<file path="src/rtl/magma_ecb_core.sv">
// rtl/magma_ecb_core.sv - Magma (GOST R 34.12-2015) engine on two 64-bit blocks, one round per clock
module magma_ecb_core (
    input  logic         clk_i,
    input  logic         reset_i,
    input  logic         start_i,
    input  logic         decrypt_i,
    input  logic [127:0] data_in_i,
    input  logic [255:0] key_i,
    output logic [127:0] data_out_o,
    output logic         done_o,
    output logic         busy_o
);

    typedef enum logic {IDLE, RUN} state_t;

    // Nibble v of entry i holds pi_i(v).
    localparam logic [63:0] SBOX [8] = '{
        64'h1F307D8E9B5A264C,
        64'hF0DB74E1C5A93286,
        64'h069C471EDAF2853B,
        64'hB9E35A076F4D128C,
        64'hC24BE390D618A5F7,
        64'h0E34187BAC296FD5,
        64'h73AD0B4FC19652E8,
        64'h2BC96AF43850DE71
    };

    function automatic logic [31:0] g_fn(input logic [31:0] a, input logic [31:0] k);
        logic [31:0] sum;
        logic [31:0] sub;
        logic [63:0] row;
        logic [5:0]  idx;
        sum = a + k;
        sub = '0;
        for (int i = 0; i < 8; i++) begin
            row = SBOX[i];
            idx = {sum[4*i +: 4], 2'b00};
            sub[4*i +: 4] = row[idx +: 4];
        end
        return {sub[20:0], sub[31:21]};
    endfunction

    // The final round leaves the halves unswapped.
    function automatic logic [63:0] round_fn(input logic [63:0] blk, input logic [31:0] k,
                                             input logic last);
        logic [31:0] t;
        t = blk[63:32] ^ g_fn(blk[31:0], k);
        return last ? {t, blk[31:0]} : {blk[31:0], t};
    endfunction

    state_t         state_q, state_d;
    logic [4:0]     rnd_q, rnd_d;
    logic [255:0]   key_q, key_d;
    logic           dec_q, dec_d;
    logic [127:0]   blk_q, blk_d;
    logic [127:0]   dout_q, dout_d;
    logic           done_q, done_d;

    logic [2:0]     kidx;
    logic [31:0]    rkey;
    logic           last_rnd;
    logic [127:0]   blk_rnd;

    // Reversed key order is simply the bitwise complement of the 3-bit index.
    always_comb begin
        kidx = rnd_q[2:0];
        if (dec_q) begin
            if (rnd_q >= 5'd8) kidx = ~rnd_q[2:0];
        end else begin
            if (rnd_q >= 5'd24) kidx = ~rnd_q[2:0];
        end
    end

    assign rkey     = key_q[{~kidx, 5'b00000} +: 32];
    assign last_rnd = (rnd_q == 5'd31);
    assign blk_rnd  = {round_fn(blk_q[127:64], rkey, last_rnd),
                       round_fn(blk_q[63:0],   rkey, last_rnd)};

    always_comb begin
        state_d = state_q;
        rnd_d   = rnd_q;
        key_d   = key_q;
        dec_d   = dec_q;
        blk_d   = blk_q;
        dout_d  = dout_q;
        done_d  = 1'b0;
        case (state_q)
            IDLE: begin
                if (start_i) begin
                    state_d = RUN;
                    rnd_d   = 5'd0;
                    key_d   = key_i;
                    dec_d   = decrypt_i;
                    blk_d   = data_in_i;
                end
            end
            RUN: begin
                blk_d = blk_rnd;
                rnd_d = rnd_q + 5'd1;
                if (last_rnd) begin
                    dout_d  = blk_rnd;
                    done_d  = 1'b1;
                    state_d = IDLE;
                end
            end
            default: state_d = IDLE;
        endcase
    end

    always_ff @(posedge clk_i) begin
        if (reset_i) begin
            state_q <= IDLE;
            rnd_q   <= '0;
            key_q   <= '0;
            dec_q   <= 1'b0;
            blk_q   <= '0;
            dout_q  <= '0;
            done_q  <= 1'b0;
        end else begin
            state_q <= state_d;
            rnd_q   <= rnd_d;
            key_q   <= key_d;
            dec_q   <= dec_d;
            blk_q   <= blk_d;
            dout_q  <= dout_d;
            done_q  <= done_d;
        end
    end

    assign data_out_o = dout_q;
    assign done_o     = done_q;
    assign busy_o     = (state_q == RUN);

endmodule
</file>
<file path="config.mk">
export PLATFORM = sky130hd
export DESIGN_NAME = magma_ecb_core
export DESIGN_NICKNAME = d
export VERILOG_FILES = /design/src/rtl/magma_ecb_core.sv
export SDC_FILE = /design/constraint.sdc
export NUM_CORES = 1
export LEC_CHECK = 0
export CORE_MARGIN = 5
export CORE_UTILIZATION = 35
export CTS_BUF_LIST = sky130_fd_sc_hd__clkbuf_4
export CTS_CLUSTER_SIZE = 24
export DETAILED_ROUTE_END_ITERATION = 6
export GPL_TIMING_DRIVEN = 0
export HOLD_SLACK_MARGIN = 0.03
export PLACE_DENSITY_LB_ADDON = 0.12
export SLEW_MARGIN = 10
export SYNTH_ARGS = -nofsm -noshare
export SYNTH_HDL_FRONTEND = slang
export SYNTH_SLANG_ARGS = --single-unit
</file>
<file path="constraint.sdc">
create_clock -name clk_i -period 18.5 [get_ports clk_i]
set_clock_uncertainty 0.05 [all_clocks]
set_input_delay 3.7 -clock clk_i [delete_from_list [all_inputs] [get_ports clk_i]]
set_output_delay 3.7 -clock clk_i [all_outputs]
set_load 0.005 [all_outputs]
</file>
==> results of run 1 <==
-- critical path, cell delays in order (launching register included) --
cell	delay, ns
dfxtp_1	0.35
maj3_1	0.39
buf_2	0.22
xnor2_2	0.60
clkbuf_1	0.66
buf_1	0.67
mux4_2	0.46
mux2_2	0.34
ha_1	0.24
fa_1	0.48
a21o_1	0.23
a221o_1	0.40
a22oi_1	0.37
nand2_1	0.12
xnor2_1	0.39
inv_1	0.15
ha_1	0.21
mux4_2	0.54
xnor2_1	0.76
nor2_1	0.08
o32ai_1	0.31
-- metal layers --
layer  vias to the layer above  global-route usage, %
met5                         -                      0
met4                         2                  12.71
met3                       250                  5.899
met2                      1188                  48.10
met1                     12980                  35.77
li1                      12690                      -
-- cells in the mapped netlist (11+ instances only) --
cell      number
nand2_1      676
dfxtp_1      520
a21oi_1      409
clkbuf_1     181
ha_1         149
nor2_1       139
a22o_1        90
mux2i_1       88
o21ai_0       85
mux4_2        79
inv_1         73
xnor2_1       70
a22oi_1       65
mux2_2        50
xor2_1        45
a211oi_1      39
o22ai_1       29
a21o_1        26
nor3_1        25
nor2b_1       24
nand3_1       23
buf_1         18
a221oi_1      17
a221o_1       15
o21a_1        15
o211ai_1      14
or3_1         13
nor3b_1       11
-- stage by stage --
stage / util, % / total power, mW
2_1_floorplan: - / 1.958
3_3_place_gp: 43.33 / 2.378
3_5_place_dp: 43.33 / 2.384
4_1_cts: 45.71 / 3.487
5_1_grt: 45.73 / 3.659
6_report: 45.73 / 3.484
-- flip-flops by register name, summed over array words and instances, names as in the netlist --
register    flops
blk_q         128
data_out_o    128
done_o          1
key_q         256
rnd_q           5
dec_q           1
busy_o          1
-- cell families (layout without fill, tap and decap cells) --
logic type               Yosys count  count (layout)
AO/OA/AOI/OAI                    888             888
XOR/XNOR                         124             124
adder cells (fa/ha/maj)          154             154
buffers and inverters            285            1054
flip-flops                       520             520
multiplexers                     217             217
other                              0               4
AND/OR/NAND/NOR                  971             971
-- report_power, final --
group / total (mW) / leakage [nW] / switching (mW) / internal [mW]
Clock: 1.10 / 1.11 / 0.530 / 0.572
Combinational: 1.10 / 8.75 / 0.664 / 0.434
Sequential: 1.28 / 4.26 / 0.0921 / 1.19
Total: 3.48 / 14.1 / 1.29 / 2.20
-- how the worst max path moves through the flow --
| stage | startpoint | end | slack, ns | cells past startpoint |
|---|---|---|---|---|
| after floorplan | rnd_q[3] | blk_q[39] | 12.28 | 20 |
| after global placement | dec_q | blk_q[127] | 10.04 | 20 |
| after detailed placement | dec_q | blk_q[127] | 10.01 | 20 |
| after CTS | dec_q | blk_q[127] | 9.99 | 20 |
| after global routing | dec_q | blk_q[73] | 9.98 | 23 |
| final | dec_q | blk_q[127] | 10.37 | 20 |
-- layout by cell type, fill, tap and decap left out, drive strengths merged, types with 65 or more instances in the layout --
cell type	instances
nand2	676
a22o	90
ha	149
clkbuf	388
mux2i	88
xnor2	76
nor2	139
a22oi	65
dfxtp	520
o21ai	90
inv	80
a21oi	410
mux4	79
clkdlybuf4s50	516
-- layout make-up --
class | count | share of cell area (%)
timing repair buffer | 516 | 14.37
multi-input combinational | 2354 | 44.77
buffer | 209 | 2.220
tap | 1050 | 3.654
clock buffer | 206 | 4.301
inverter | 76 | 0.7935
antenna | 4 | 0.02784
sequential | 520 | 28.95
clock inverter | 47 | 0.9118
==> impl_results.md, run 1 <==
* Arr. time, crit path at 8.95 ns
* Final Setup Violations at 0
* Flops & latches, synth at 520
* # Post-CTS Setup Buffers at 0
* Clk_lat worst skew at 1.00 ns
* Syn Nets at 3698
* GRT Resource Usage Total at 28.69%
* Worst reg2reg path endpoint: blk_q[127]
* Syn_area_per_cell at 8.731 sq um
* Multiplexer share of the synthesized area at 11.69%
* Global placement routability congestion at 0.9516
* Crit start category: register
* Number of global-route vias before repair at 26760
* Root buffer cell: clkbuf_4
* Post_cts resized at 0
* Max layer used: met5
* Critical Path RT at 19.32 ns
* Crit end category: register
* Final min period at 8.127 ns
* WHS Path Cells at 2
* R2R Setup Slk at 10.37 ns
* Port bufs at 516
* Distinct cells, synth at 96
* Number of max-cap violations at 0
* Fin nets at 4364
* Final Hold Slack at 0.3952 ns
* Setup WS pre-CTS at 10.01 ns
* Area after DPL at 0.03406 sq mm
* Clock transition at path regs at 0.06 ns
* TritonCTS clock tree: built
* TritonRoute pass-1 iters at 6
* Register area share after synthesis at 37.74%
* First-pass GRT wire length at 180400 um
* Biggest area consumer among synthesized cells: dfxtp_1
* Routed vias at 27110
* Setup CP Type: register to register
* Area Overhead vs Synth at 30.35%
* LEAKAGE at 14.12 nW
* Core area at 0.07861 sq mm
* Final Hold Violating Endpoints at 0
* Met3 wire len at 8863 um
* EDFF count, synth at 0
* Total grt overflow at 0
* Clk sinks at 520
* Clock Tree Buf Depth at 3
* FILL cells at 8063
* Reg2Reg Depth at 20
* Largest family of logic cells by synthesized area: compound AO/OA/AOI/OAI gates
* Die area at 0.08452 sq mm
* Non-filler cells, final at 4982
* Fmax at 123.0 MHz
* Register area at 0.01041 sq mm
* Starting Density at 35.09%
* HP Start: data_out_o[121]
* Pwr per Cell Area at 96.91 mW/mm^2
* VDD IR-drop max at 41.30 uV
* Vias per inst at 5.442
* Post-Synth Adder-Cell Area at 7.013%
* Fin area at 0.03595 sq mm
* Synth Area in Compound Gates at 20.79%
* Post-synthesis async set-or-reset flop share at 0%
* Initial detailed-routing violation count at 2169
* DRT Wirelength at 127200 um
* IO Count at 518
* Die width at 290.7 um
* Row cnt at 103
* Synth Area in Simple Gates at 14.60%
* Slew Limit Fails at 0
* Initial antenna violation count at 4
* Slack of the critical path at 10.37 ns
* CTS Buf Count at 148
* Die height at 290.7 um
* Mapped cell area at 0.02758 sq mm
* Largest net degree at the start of global routing at 17
* YS warnings at 0
* Metal2 WL at 59730 um
* WL/cell at 25.53 um
* RR Startpoint: dec_q
* Synth top area share at 37.74%
* Wire length on met1 at 52500 um
* DRT antenna net count at 0
* Period utilization at 43.93%
* Max H-tree Level at 4
* Dpl cells at 4725
* Worst-margin pin slew at 1.377 ns
* Synth top area cells: dfxtp_1 38%, nand2_1 9.2%, a21oi_1 7.4%
* Setup TNS Final at 0 ns
* Multi-input gate area at 0.01610 sq mm
* Status: finished, final reports clean
* Xor and xnor area share after synthesis at 4.246%
* Worst-path fanout max at 10
* Final HPWL from detailed placement at 101400 um
* Syn Inst Count at 3159
* Hold Crit Class: register to register
* RSZ-0062 raised after global routing: false
* Hold-fix buffers, CTS at 0
* Worst Hold Path EP: data_out_o[121]
* Slew headroom at 8.194%
* Top_reg_cell synth: dfxtp_1
* Share of post-route cells with drive strength above 1 at 10.29%
* Post-route DRC at 0
(Power assumes the default switching activity.)
==> run 2: changes to the inputs <==
clock period = 6.5 ns   (was 18.5 ns; I/O delays follow)
==> run 2 against run 1 <==
Against the previous run: maximum frequency increased by 29%; routed wire length increased by 0.32%; utilization rose by 0.55 points; combinational power grew to 2.9 times the previous value; sequential share of layout area fell by 0.35 points; via count grew 0.21%; final cell count is essentially flat; design area grew 1.2%; critical path type unchanged; count of clock-buffer cells in the layout stayed put; highest routed layer unchanged; die area is the same.
==> impl_results.md, run 2 (synthesis gave the netlist of run 1 again) <==
* Worst-path fanout max at 10 (unchanged)
* RR Startpoint: dec_q (unchanged)
* Die height at 290.7 um (unchanged)
* Biggest register: key_q (unchanged)
* Final HPWL from detailed placement at 101400 um (unchanged)
* FILL cells at 8038 (was 8063)
* Final Util at 46.29% (was 45.73%)
* IO Count at 518 (unchanged)
* Final Setup Violations at 0 (unchanged)
* Dpl cells at 4725 (unchanged)
* LEAKAGE at 14.27 nW (was 14.12 nW)
* Worst-margin pin slew at 1.401 ns (was 1.377 ns)
* Total Power at 10.01 mW (was 3.484 mW)
* GRT Resource Usage Total at 28.71% (was 28.69%)
* Status: finished, final reports clean (unchanged)
* Port bufs at 516 (unchanged)
* Final min period at 6.290 ns (was 8.127 ns)
* Initial antenna violation count at 4 (unchanged)
* Core area at 0.07861 sq mm (unchanged)
* Hold Crit Class: register to register (unchanged)
* Setup TNS Final at 0 ns (unchanged)
* Most frequent cells in the layout: 676 x nand2_1, 520 x dfxtp_1, 516 x clkdlybuf4s50_1, 404 x a21oi_1, 208 x clkbuf_4 (was 676 x nand2_1, 520 x dfxtp_1, 516 x clkdlybuf4s50_1, 409 x a21oi_1, 206 x clkbuf_4)
* Share of post-route cells with drive strength above 1 at 11.87% (was 10.29%)
* Slack of the critical path at 0.2101 ns (was 10.37 ns)
* Worst Hold Path EP: data_out_o[121] (unchanged)
* Starting Density at 35.09% (unchanged)
* Number of max-cap violations at 0 (unchanged)
* Row cnt at 103 (unchanged)
* WHS Path Cells at 2 (unchanged)
* Worst reg2reg path endpoint: blk_q[36] (was blk_q[127])
* VDD IR-drop max at 117.8 uV (was 41.30 uV)
* CP bufs+invs at 5 (was 4)
* Final Hold Slack at 0.3948 ns (was 0.3952 ns)
* TritonCTS clock tree: built (unchanged)
* Final Hold Violating Endpoints at 0 (unchanged)
* Vias per inst at 5.449 (was 5.442)
* Root buffer cell: clkbuf_4 (unchanged)
* Slew Limit Fails at 0 (unchanged)
* Reg2Reg Depth at 20 (unchanged)
* Largest net degree at the start of global routing at 17 (unchanged)
* HP Start: data_out_o[121] (unchanged)
* Post-route DRC at 0 (unchanged)
* Clk sinks at 520 (unchanged)
* Crit start category: register (unchanged)
* DRT Wirelength at 127600 um (was 127200 um)
* Clk_lat worst skew at 0.99 ns (was 1.00 ns)
* Global placement routability congestion at 0.9516 (unchanged)
* Pwr per Cell Area at 275.2 mW/mm^2 (was 96.91 mW/mm^2)
* Setup CP Type: register to register (unchanged)
* Delay-heaviest family, CP: multiplexers (was XOR/XNOR gates)
* R2R Setup Slk at 0.21 ns (was 10.37 ns)
* Worst-path cell chain: maj3_1, buf_4, xnor2_4, buf_12, buf_6, mux4_2, mux2_2, ha_1, buf_2, nand3_2, or4b_4, o211ai_4, a31oi_2, o311ai_4, inv_1, ha_1, mux4_2, xor2_1, nor2_1, a221o_1 (was maj3_1, buf_2, xnor2_2, clkbuf_1, buf_1, mux4_2, mux2_2, ha_1, fa_1, a21o_1, a221o_1, a22oi_1, nand2_1, xnor2_1, inv_1, ha_1, mux4_2, xnor2_1, nor2_1, o32ai_1)
* Multi-input gate area at 0.01639 sq mm (was 0.01610 sq mm)
* Fmax at 159.0 MHz (was 123.0 MHz)
* TritonRoute pass-1 iters at 7 (was 6)
* Crit-path slowest cell: or4b_4 (was xnor2_1)
* Most common cell after layout, fill and taps aside: nand2_1 (unchanged)
* Fin nets at 4369 (was 4364)
* Period utilization at 96.77% (was 43.93%)
* Fin area at 0.03639 sq mm (was 0.03595 sq mm)
* Area Overhead vs Synth at 31.93% (was 30.35%)
* Routed vias at 27170 (was 27110)
* Non-filler cells, final at 4986 (was 4982)
* Setup WS pre-CTS at -1.988 ns (was 10.01 ns)
* First-pass GRT wire length at 180500 um (was 180400 um)
* CTS Buf Count at 148 (unchanged)
* Number of global-route vias before repair at 26790 (was 26760)
* Initial detailed-routing violation count at 2150 (was 2169)
* Max H-tree Level at 4 (unchanged)
* WL/cell at 25.59 um (was 25.53 um)
* Crit-path max cell delay at 0.59 ns (was 0.76 ns)
* Crit end category: register (unchanged)
* Largest register FFs at 256 (unchanged)
* DRT antenna net count at 0 (unchanged)
* Slew headroom at 6.600% (was 8.194%)
* Arr. time, crit path at 7.09 ns (was 8.95 ns)
* Register area at 0.01041 sq mm (unchanged)
* Clock Tree Buf Depth at 3 (unchanged)
* Die area at 0.08452 sq mm (unchanged)
* Total grt overflow at 0 (unchanged)
* Clock transition at path regs at 0.06 ns (about the same)
* Die width at 290.7 um (unchanged)
* Critical Path RT at 7.30 ns (was 19.32 ns)
* Area after DPL at 0.03406 sq mm (unchanged)
-- run 2: cell count changes in the layout (fill, tap and decap cells not counted), moves of 7 or more --
cell / delta
buf_4: +13
clkbuf_1: -13
xnor2_1: -11
ha_1: -9
xnor2_2: +8
buf_6: +7
ha_2: +7
xor2_1: -7
xor2_2: +7
-- run 2: how the worst max path moves through the flow --
stage | endpoint | depth (start not counted) | slack [ns] | start
final | blk_q[36] | 20 | 0.21 | dec_q
after global routing | blk_q[36] | 21 | -0.007 | dec_q
after CTS | blk_q[103] | 26 | 0.002 | dec_q
after detailed placement | blk_q[127] | 20 | -1.99 | dec_q
after global placement | blk_q[127] | 20 | -1.96 | dec_q
after floorplan | blk_q[39] | 20 | 0.28 | rnd_q[3]
-- run 2: worst reg2reg max path, stage by stage (launching register included) --
cell and delay [ns]:
dfxtp_1 0.35, maj3_1 0.40, buf_4 0.22, xnor2_4 0.25, buf_12 0.16, buf_6 0.18, mux4_2 0.59, mux2_2 0.43
ha_1 0.32, buf_2 0.18, nand3_2 0.13, or4b_4 0.59, o211ai_4 0.31, a31oi_2 0.20, o311ai_4 0.36, inv_1 0.15
ha_1 0.23, mux4_2 0.54, xor2_1 0.20, nor2_1 0.09, a221o_1 0.26
-- run 2: power by group --
part	total (mW)	switching, mW	internal [mW]
Clock	3.15	1.52	1.63
Combinational	3.21	1.92	1.29
Sequential	3.66	0.267	3.39
-- run 2: timing repair --
item / in CTS / in global routing
gates cloned: 0 / 0
hold endpoints to repair: 0 / 0
setup endpoints to repair: 178 / 84
setup buffers: 7 / 3
hold buffers: 0 / 0
pin swaps: 3 / 9
resized for setup: 31 / 64
-- run 2: metal layers --
layer	up-vias	routed length, um	GRT usage, %
met2	1185	60100	48.11
met1	13020	52560	35.85
met5	-	20	0
li1	12710	-	-
met4	2	5998	12.75
met3	252	8906	5.831
-- run 2: cell type report --
cell class / count / share of cell area (%)
multi-input combinational: 2354 / 45.05
sequential: 520 / 28.61
timing repair buffer: 526 / 14.43
clock buffer: 206 / 4.250
tap: 1050 / 3.610
buffer: 204 / 2.342
clock inverter: 47 / 0.9009
inverter: 76 / 0.7840
antenna: 3 / 0.02063
==> run 3: changes to the inputs <==
clock period = 6.1 ns   (was 6.5 ns; I/O delays follow)
==> run 3 against run 2 <==
Against the previous run: sequential cell count is the same; die area is the same; via count grew 0.29%; final cell count grew 0.82%; global-route usage is essentially flat; register-to-register slack lost 0.07 ns; maximum frequency grew 5.5%; clock power grew 7.6%; highest routed layer is now met4; critical path type unchanged; design area grew 2.5%; worst setup slack lost 0.071 ns.
==> impl_results.md, run 3 (synthesis gave the netlist of run 1 again) <==
* Status: finished, final reports clean (unchanged)
* Total Power at 10.90 mW (was 10.01 mW)
* Most frequent cells in the layout: 675 x nand2_1, 519 x dfxtp_1, 516 x clkdlybuf4s50_1, 402 x a21oi_1, 222 x clkbuf_4 (was 676 x nand2_1, 520 x dfxtp_1, 516 x clkdlybuf4s50_1, 404 x a21oi_1, 208 x clkbuf_4)
* Largest register FFs at 256 (unchanged)
* TritonRoute pass-1 iters at 5 (was 7)
* Area Overhead vs Synth at 35.18% (was 31.93%)
* CTS Buf Count at 148 (unchanged)
* Final Hold Violating Endpoints at 0 (unchanged)
* Global placement routability congestion at 0.9533 (was 0.9516)
* Number of max-cap violations at 0 (unchanged)
* Worst-path fanout max at 10 (unchanged)
* Slack of the critical path at 0.1387 ns (was 0.2101 ns)
* Final Hold Slack at 0.3985 ns (was 0.3948 ns)
* Initial antenna violation count at 3 (was 4)
* Clk sinks at 520 (unchanged)
* FILL cells at 7913 (was 8038)
* Biggest register: key_q (unchanged)
* Crit start category: register (unchanged)
* Critical Path RT at 6.87 ns (was 7.30 ns)
* Core area at 0.07861 sq mm (unchanged)
* Area after DPL at 0.03408 sq mm (was 0.03406 sq mm)
* Die width at 290.7 um (unchanged)
* Max H-tree Level at 4 (unchanged)
* GRT busiest layer: met2 (unchanged)
* Routed vias at 27250 (was 27170)
* LEAKAGE at 14.57 nW (was 14.27 nW)
* VDD IR-drop max at 144.5 uV (was 117.8 uV)
* CP bufs+invs at 6 (was 5)
* Worst-margin pin slew at 1.278 ns (was 1.401 ns)
* Clk_lat worst skew at 0.99 ns (about the same)
* Root buffer cell: clkbuf_4 (unchanged)
* Clock Tree Buf Depth at 3 (unchanged)
* Setup WS pre-CTS at -1.833 ns (was -1.988 ns)
* Final Setup Violations at 0 (unchanged)
* Met3 usage at 6.832% (was 5.831%)
* Row cnt at 103 (unchanged)
* DRT antenna net count at 0 (unchanged)
* Slew headroom at 14.82% (was 6.600%)
* GR met1 Demand/Resource at 35.17% (was 35.85%)
* Crit-path max cell delay at 0.45 ns (was 0.59 ns)
* Arr. time, crit path at 6.73 ns (was 7.09 ns)
* Total grt overflow at 0 (unchanged)
* Die area at 0.08452 sq mm (unchanged)
* Non-filler cells, final at 5027 (was 4986)
* Period utilization at 97.73% (was 96.77%)
* Post-route DRC at 0 (unchanged)
* Pwr per Cell Area at 292.5 mW/mm^2 (was 275.2 mW/mm^2)
* GRT Resource Usage Total at 28.72% (was 28.71%)
* Starting Density at 35.09% (unchanged)
* Final Util at 47.43% (was 46.29%)
* Fmax at 167.7 MHz (was 159.0 MHz)
* Worst-path cell chain: maj3_2, buf_8, xnor2_4, buf_12, clkbuf_16, buf_6, mux4_2, mux2_2, ha_2, fa_2, a21o_1, a221o_2, a22oi_2, a21oi_2, xor2_1, buf_4, inv_1, ha_1, or3_1, a21oi_1, a211o_1, xor2_4, o22ai_1 (was maj3_1, buf_4, xnor2_4, buf_12, buf_6, mux4_2, mux2_2, ha_1, buf_2, nand3_2, or4b_4, o211ai_4, a31oi_2, o311ai_4, inv_1, ha_1, mux4_2, xor2_1, nor2_1, a221o_1)
* Largest net degree at the start of global routing at 17 (unchanged)
* Number of global-route vias before repair at 26680 (was 26790)
* Dpl cells at 4725 (unchanged)
* Hold Crit Class: register to register (unchanged)
* Fin area at 0.03728 sq mm (was 0.03639 sq mm)
* Fin nets at 4403 (was 4369)
* Setup TNS Final at 0 ns (unchanged)
* DRT Wirelength at 127800 um (was 127600 um)
* Final min period at 5.961 ns (was 6.290 ns)
* Met2 usage at 48.43% (was 48.11%)
* Vias per inst at 5.421 (was 5.449)
* Delay-heaviest family, CP: compound AO/OA/AOI/OAI gates (was multiplexers)
* Setup CP Type: register to register (unchanged)
* Port bufs at 516 (unchanged)
* First-pass GRT wire length at 180400 um (was 180500 um)
* Initial detailed-routing violation count at 2217 (was 2150)
* Crit-path slowest cell: a221o_2 (was or4b_4)
* Slew Limit Fails at 0 (unchanged)
* Final HPWL from detailed placement at 101700 um (was 101400 um)
* Die height at 290.7 um (unchanged)
* WL/cell at 25.43 um (was 25.59 um)
* Most common cell after layout, fill and taps aside: nand2_1 (unchanged)
* IO Count at 518 (unchanged)
* Share of post-route cells with drive strength above 1 at 14.26% (was 11.87%)
* Crit end category: register (unchanged)
* Clock transition at path regs at 0.06 ns (about the same)
* TritonCTS clock tree: built (unchanged)
## run 3: changes by cell type in the layout (fill, tap and decap cells not counted), moves of 5 or more
cell / previous run / this run
ha_4: 2 / 15
mux2_2: 48 / 40
clkbuf_4: 208 / 222
mux2_4: 2 / 10
ha_1: 140 / 126
buf_4: 13 / 44
xor2_2: 8 / 13
xor2_1: 38 / 30
## run 3: per-layer routing
metal  vias to the layer above  wire [um]
met5                         -          0
met1                     13070      52090
met3                       251       9424
met2                      1152      60780
met4                         0       5542
li1                      12780          -
## run 3: power breakdown
group          leakage [nW]  switching (mW)  internal [mW]
Clock                  1.15            1.60           1.79
Combinational          9.16            2.10           1.51
Sequential             4.26           0.289           3.61
## run 3: area by class of cell
type,count,area [sq um],area share [%]
diodes,2,5.005,0.01342
multi-input cells,2354,16870,45.25
clock inverters,40,269.0,0.7215
clock buffers,221,1659,4.450
plain buffers,204,938.4,2.517
flip-flops and latches,520,10410,27.92
inverters,76,285.3,0.7652
repair buffers,560,5529,14.83
well taps,1050,1314,3.524
## run 3: repair_timing
item,4_1_cts,5_1_grt
hold buffers,0,0
cloned,0,1
buffers inserted,21,22
pin swaps,18,25
endpoints found under the setup margin,185,94
resized for setup,92,96
## run 3: tightest hold or removal path: cells and delay by family (launching register included)
family	cells	cell delay [ns]
DFF	1	0.31
and+or+nand+nor	2	0.09
## run 3: path summary, 6_finish.rpt
| check | from | endpoint | slack (ns) | cells past startpoint |
|---|---|---|---|---|
| worst max-delay path | dec_q | blk_q[68] | 0.14 | 23 |
| worst max register to register | dec_q | blk_q[68] | 0.14 | 23 |
| worst min register to register | data_out_o[126] | data_out_o[126] | 0.40 | 2 |
| worst min-delay path | data_out_o[126] | data_out_o[126] | 0.40 | 2 |
